==> src/rtl/score_keeper.sv <==
`default_nettype none
// ============================================================================
// Module      : score_keeper
// Description : Tetris score/level/line bookkeeping. The level multiplier is
//               applied by repeated saturating addition.
// Revision    : 1.0 - initial release
// ============================================================================
module score_keeper #(
  parameter int MAX_SCORE       = 9999,
  parameter int LINES_PER_LEVEL = 10,
  parameter int MAX_LEVEL       = 9
) (
  input  logic        clk,
  input  logic        rst_n,
  input  logic        newGame,
  input  logic        lineEvt,
  input  logic [2:0]  lineCount,
  input  logic        dropEvt,
  output logic [14:0] score,
  output logic [3:0]  level,
  output logic [9:0]  lines,
  output logic        busy
);

  localparam logic [15:0] c_max_score       = 16'(MAX_SCORE);
  localparam logic [10:0] c_max_lines       = 11'd999;
  localparam logic [7:0]  c_lines_per_level = 8'(LINES_PER_LEVEL);
  localparam logic [3:0]  c_max_level       = 4'(MAX_LEVEL);

  typedef enum logic [1:0] {
    S_IDLE   = 2'd0,
    S_ACCUM  = 2'd1,
    S_UPDATE = 2'd2
  } state_t;

  state_t      r_state;
  logic [10:0] r_base;
  logic [2:0]  r_count;
  logic [3:0]  r_iter;
  logic [7:0]  r_line_in_level;
  logic        r_drop_pending;

  logic        w_line_ok;
  logic [10:0] w_base;
  logic [15:0] w_sum_drop;
  logic [15:0] w_sum_base;
  logic [14:0] w_score_drop;
  logic [14:0] w_score_acc;
  logic [10:0] w_lines_sum;
  logic [9:0]  w_lines_next;
  logic [7:0]  w_lil_sum;
  logic [3:0]  w_level_inc;

  assign w_line_ok = lineEvt && (lineCount != 3'd0) && (lineCount <= 3'd4);

  always_comb begin
    w_base = 11'd0;
    case (lineCount)
      3'd1:    w_base = 11'd40;
      3'd2:    w_base = 11'd100;
      3'd3:    w_base = 11'd300;
      3'd4:    w_base = 11'd1200;
      default: w_base = 11'd0;
    endcase
  end

  // One bit of headroom on each sum so saturation can be detected before wrap
  assign w_sum_drop   = {1'b0, score} + 16'd1;
  assign w_sum_base   = {1'b0, score} + {5'd0, r_base};
  assign w_score_drop = (w_sum_drop > c_max_score) ? c_max_score[14:0] : w_sum_drop[14:0];
  assign w_score_acc  = (w_sum_base > c_max_score) ? c_max_score[14:0] : w_sum_base[14:0];

  assign w_lines_sum  = {1'b0, lines} + {8'd0, r_count};
  assign w_lines_next = (w_lines_sum > c_max_lines) ? c_max_lines[9:0] : w_lines_sum[9:0];
  assign w_lil_sum    = r_line_in_level + {5'd0, r_count};
  assign w_level_inc  = (level >= c_max_level) ? level : level + 4'd1;

  always_ff @(posedge clk or negedge rst_n) begin
    if (!rst_n) begin
      r_state         <= S_IDLE;
      r_base          <= 11'd0;
      r_count         <= 3'd0;
      r_iter          <= 4'd0;
      r_line_in_level <= 8'd0;
      r_drop_pending  <= 1'b0;
      score           <= 15'd0;
      level           <= 4'd0;
      lines           <= 10'd0;
      busy            <= 1'b0;
    end else if (newGame) begin
      r_state         <= S_IDLE;
      r_line_in_level <= 8'd0;
      r_drop_pending  <= 1'b0;
      score           <= 15'd0;
      level           <= 4'd0;
      lines           <= 10'd0;
      busy            <= 1'b0;
    end else begin
      case (r_state)
        S_IDLE: begin
          // A queued drop is served first; a fresh drop that cannot be served
          // this cycle takes the single pending slot.
          if (r_drop_pending || (dropEvt && !w_line_ok)) begin
            score <= w_score_drop;
          end
          r_drop_pending <= dropEvt && (w_line_ok || r_drop_pending);
          if (w_line_ok) begin
            r_base  <= w_base;
            r_count <= lineCount;
            r_iter  <= level + 4'd1;
            r_state <= S_ACCUM;
            busy    <= 1'b1;
          end
        end

        S_ACCUM: begin
          score  <= w_score_acc;
          r_iter <= r_iter - 4'd1;
          if (r_iter == 4'd1) begin
            r_state <= S_UPDATE;
          end
          if (dropEvt) begin
            r_drop_pending <= 1'b1;
          end
        end

        S_UPDATE: begin
          lines <= w_lines_next;
          if (w_lil_sum >= c_lines_per_level) begin
            r_line_in_level <= w_lil_sum - c_lines_per_level;
            level           <= w_level_inc;
          end else begin
            r_line_in_level <= w_lil_sum;
          end
          if (dropEvt) begin
            r_drop_pending <= 1'b1;
          end
          r_state <= S_IDLE;
          busy    <= 1'b0;
        end

        default: begin
          r_state <= S_IDLE;
          busy    <= 1'b0;
        end
      endcase
    end
  end

endmodule
`default_nettype wire
==> config.mk <==
export PLATFORM = sky130hd
export DESIGN_NAME = score_keeper
export DESIGN_NICKNAME = d
export VERILOG_FILES = /design/src/rtl/score_keeper.sv
export SDC_FILE = /design/constraint.sdc
export NUM_CORES = 1
export LEC_CHECK = 0
export CAP_MARGIN = 20
export CORE_MARGIN = 2
export CORE_UTILIZATION = 35
export CTS_BUF_LIST = sky130_fd_sc_hd__clkbuf_16
export CTS_CLUSTER_DIAMETER = 200
export DETAILED_ROUTE_END_ITERATION = 8
export HOLD_SLACK_MARGIN = 0.12
export SYNTH_ARGS = -nofsm -noshare
export SYNTH_HDL_FRONTEND = slang
export SYNTH_SLANG_ARGS = --single-unit
export TNS_END_PERCENT = 1
==> constraint.sdc <==
create_clock -name clk -period 3.2 [get_ports clk]
set_clock_uncertainty 0.2 [all_clocks]
set_input_delay 0.96 -clock clk [delete_from_list [all_inputs] [get_ports clk]]
set_output_delay 0.96 -clock clk [all_outputs]
set_load 0.02 [all_outputs]
==> run_results.csv, run 1 <==
group,metric,value,unit
placement,final_estimated_routing_congestion_in_global_placement,0.951,
clock_network,clkSlewWorstSetupHoldPaths,0.07,ns
floorplan,die_area,0.0136,sq mm
pwr,power.ir.vdd_worst,0.234,mV
final_layout,finalNetCount,609,
final_layout,commonest_non_fill_non_tap_cell_in_the_layout,"sky130_fd_sc_hd__dfrtp_1",
yosys,synth-edff-count,0,
grt,grt_overflow_total,0,
clock_network,ctsLongestPathBuffers,2,
worst_setup_path,critPathSlowestCell,"sky130_fd_sc_hd__o311a_1",
yosys,synthDistinctLibCells,81,
hold_path,timing.hold.worst.class,"register to register",
timing,hold_vio_cnt_final,0,
worst_setup_path,worstPathCellList,"ha_1 -> inv_1 -> fa_1 -> and2b_1 -> o221ai_1 -> a211oi_1 -> buf_4 -> nand4_1 -> o21ai_1 -> o311a_1 -> o211ai_1",
drt,drt_iter0_drc,327,
drt,detailedRoute.firstPassIterationCount,5,
placement,port_buffers,37,
timing,grt_setup_unrepaired,"yes",
pwr,power.switching,1640,uW
status,outcome,"complete, no violations",
grt,grt_start_max_net_pins,37,
final_layout,area_growth,21.0,%
pwr,post_route_total_power,3770,uW
drt,route.detailed.drc,0,
clock_network,postCtsHoldBufs,0,
grt,wire_length_of_the_first_global_routing_pass,20200,um
worst_setup_path,worst_path_largest_cell_delay,0.42,ns
final_layout,most-common-layout-cells,"sky130_fd_sc_hd__dfrtp_1, sky130_fd_sc_hd__nor2_1, sky130_fd_sc_hd__buf_4",
yosys,fraction_of_the_yosys_area_taken_by_sequential_cells,30.4,%
grt,groute.layer.met2.usage,32.6,%
clock_network,worst_skew_pair.late_latency,0.30,ns
worst_setup_path,worst_setup_path_end_kind,"register",
timing,worst_margin_slew,0.671,ns
floorplan,boundaryPins,38,
timing,period_share,96.1,%
floorplan,initial_utilization,35.5,%
worst_setup_path,critPathKind,"register to register",
placement,place_worst_setup_slack,-0.170,ns
yosys,synth_top_flop_cell,"sky130_fd_sc_hd__dfrtp_1",
timing,finalCriticalPeriod,3.08,ns
drt,final_antenna_net_count,0,
grt,grt_usage,18.7,%
final_layout,ratio_of_cells_with_drive_above_1_in_the_final_layout,14.1,%
clock_network,numClockSinks,54,
timing,slew_headroom,55.0,%
timing,setup_viol_count_final,0,
pwr,powerDensity,703,mW/mm^2
worst_setup_path,crit_arrival,3.04,ns
worst_setup_path,critical_path_peak_fanout,7,
yosys,yosys.area.top_type_share,30.4,%
clock_network,post_cts_resized,0,
yosys,average_instance_area_after_synthesis,8.60,sq um
drt,number_of_vias_after_detailed_routing,4154,
timing,finalHoldWorstSlack,0.281,ns
yosys,ys_top_cells_by_area,"sky130_fd_sc_hd__dfrtp_1, sky130_fd_sc_hd__ha_1, sky130_fd_sc_hd__nor2_1",
run,max_cap_violation_count,0,
floorplan,rows,41,
yosys,netlist.top_cell.by_area,"sky130_fd_sc_hd__dfrtp_1",
pwr,internal_power,2130,uW
worst_setup_path,critPathRequiredTime,3.17,ns
pwr,total_leakage_power,0.00231,uW
placement,detailedPlacementHpwl,9160,um
yosys,synth.cell_area,0.00444,sq mm
placement,place_inst,736,
floorplan,core_area,0.0125,sq mm
grt,met3_usage,2.75,%
clock_network,cts-buffers-inserted,5,
grt,gr-max-usage-layer,"met2",
grt,first_global_vias,3984,
clock_network,cts.root.buffer_cell,"sky130_fd_sc_hd__clkbuf_16",
floorplan,die-height,117,um
pwr,comb_power_share,56.4,%
clock_network,cts_setup_buffers,0,
yosys,flip_flop_and_latch_count_after_synthesis,54,
grt,number_of_antenna_violations_at_the_first_check_in_global_routing,0,
final_layout,antenna-diode-count,0,
clock_network,cts_tree,"done",
pwr,p_seq_share,26.7,%
drt,routed_via_count_divided_by_cell_count,5.58,
grt,grt_met1_use,23.8,%
yosys,cell_count_after_synthesis,516,
yosys,synthesis_warnings,0,
drt,drt-wirelength-per-cell,16.3,um
clock_network,cts-htree-levels,2,
yosys,asyncSetResetFlopFracSynth,100,%
floorplan,dieWidth,117,um
pwr,power.clock.fraction,16.9,%
yosys,syn_nets,553,
drt,drt_wl_total,12100,um
timing,final-max-slew-violation-count,0,
pwr,switching_share,43.4,%
timing,timing.final.ws_setup,0.125,ns
final_layout,final_std_cells_w_o_fill,745,
worst_setup_path,worst-r2r-setup-slack,0.12,ns
timing,achievable-frequency,325,MHz
worst_setup_path,worst_setup_path_start_kind,"register",
## power groups by stage
stage / registers, uW / clock network (uW) / logic, uW
3_5_place_dp: 1020 / 0 / 2100
6_report: 1010 / 636 / 2130
3_3_place_gp: 1020 / 0 / 2070
2_1_floorplan: 1070 / 0 / 1360
5_1_grt: 1030 / 680 / 2340
4_1_cts: 1010 / 659 / 2110
## critical path, delay by kind of cell, from the launching register on
family	cells	cell delay, ns
AO/OA/AOI/OAI	5	1.23
adder cells (fa/ha/maj)	2	0.58
buffers and inverters	2	0.22
flip-flops	1	0.38
AND/OR/NAND/NOR	2	0.35
## logic make-up after synthesis
kind of cell	Yosys count	share of synthesized area (%)
and+or+nand+nor	186	21.6
buffers and inverters	53	5.27
xor gates and xnor gates	18	3.55
DFF	54	30.4
muxes	20	4.71
AOI/OAI and AO/OA	156	25.8
adders and majority gates	29	8.68
## metrics by stage
step	TNS, ns	cell area [sq um]	utilization, %
final	0	5370	42.9
after global routing	-0.357	5370	42.9
after CTS	0	5360	42.8
after detailed placement	-0.938	5190	41.5
after global placement	-0.604	5190	41.5
after floorplan	0	4440	-
## path summary, 6_finish.rpt
check                                 end  cells past startpoint      start
worst max-delay path             score[3]                     11   score[2]
worst min-delay path            r_base[5]                      1  r_base[5]
worst max register to register   score[3]                     11   score[2]
worst min register to register  r_base[5]                      1  r_base[5]
max in group asynchronous        lines[5]                      2      rst_n
min in group asynchronous        score[5]                      1      rst_n
## state kept, by name, summed over array words and instances, names as in the netlist
name and flops:
r_base 6, r_state 2, r_line_in_level 8, level 4, busy 1, r_count 3, r_iter 4, r_drop_pending 1
score 15, lines 10
## metal layers
metal / share of wire [%] / vias to the layer above
li1: - / 2049
met1: 44 / 1985
met2: 49 / 101
met3: 4.4 / 19
met4: 2.1 / 0
met5: 0 / -
## area by class of cell
type                            instances  area (sq um)
Timing Repair Buffer                   80           701
Tap cell                              172           215
Multi-Input combinational cell        409          2850
Clock inverter                          3          41.3
Inverter                               22          82.6
Sequential cell                        54          1350
Clock buffer                            5           125
Fill cell                            1282          7150
## synth_stat cells (all sizes together), types with 3 or more instances
cell type and number:
dfrtp 54, nor2 51, nand2 36, a21oi 28, ha 26, nand3 25
o21ai 23, inv 22, clkbuf 19, nor3 16, a31oi 13, mux2i 13
buf 12, xnor2 11, and3 9, or2 9, a211oi 8, a21o 8
a22oi 8, o211ai 8, mux2 7, xor2 7, a41o 6, nand4 6
o22ai 6, o31ai 6, nand2b 5, o21bai 5, nor2b 4, nor3b 4
a22o 3, a2bb2oi 3, a311oi 3, and4 3, and4b 3, fa 3
o41ai 3
Note: power is estimated with default switching activity, not from simulation.
==> run 2, diff against run 1 <==
- CAP_MARGIN: 20 -> unset
==> results of run 2 <==
Same layout as run 1: the final DEF is identical, and so are final timing and power.
==> run 3, diff against run 2 <==
- ABC_CLOCK_PERIOD_IN_PS: unset -> 3200
==> results of run 3 <==
Same layout as run 1: the final DEF is identical, and so are final timing and power.
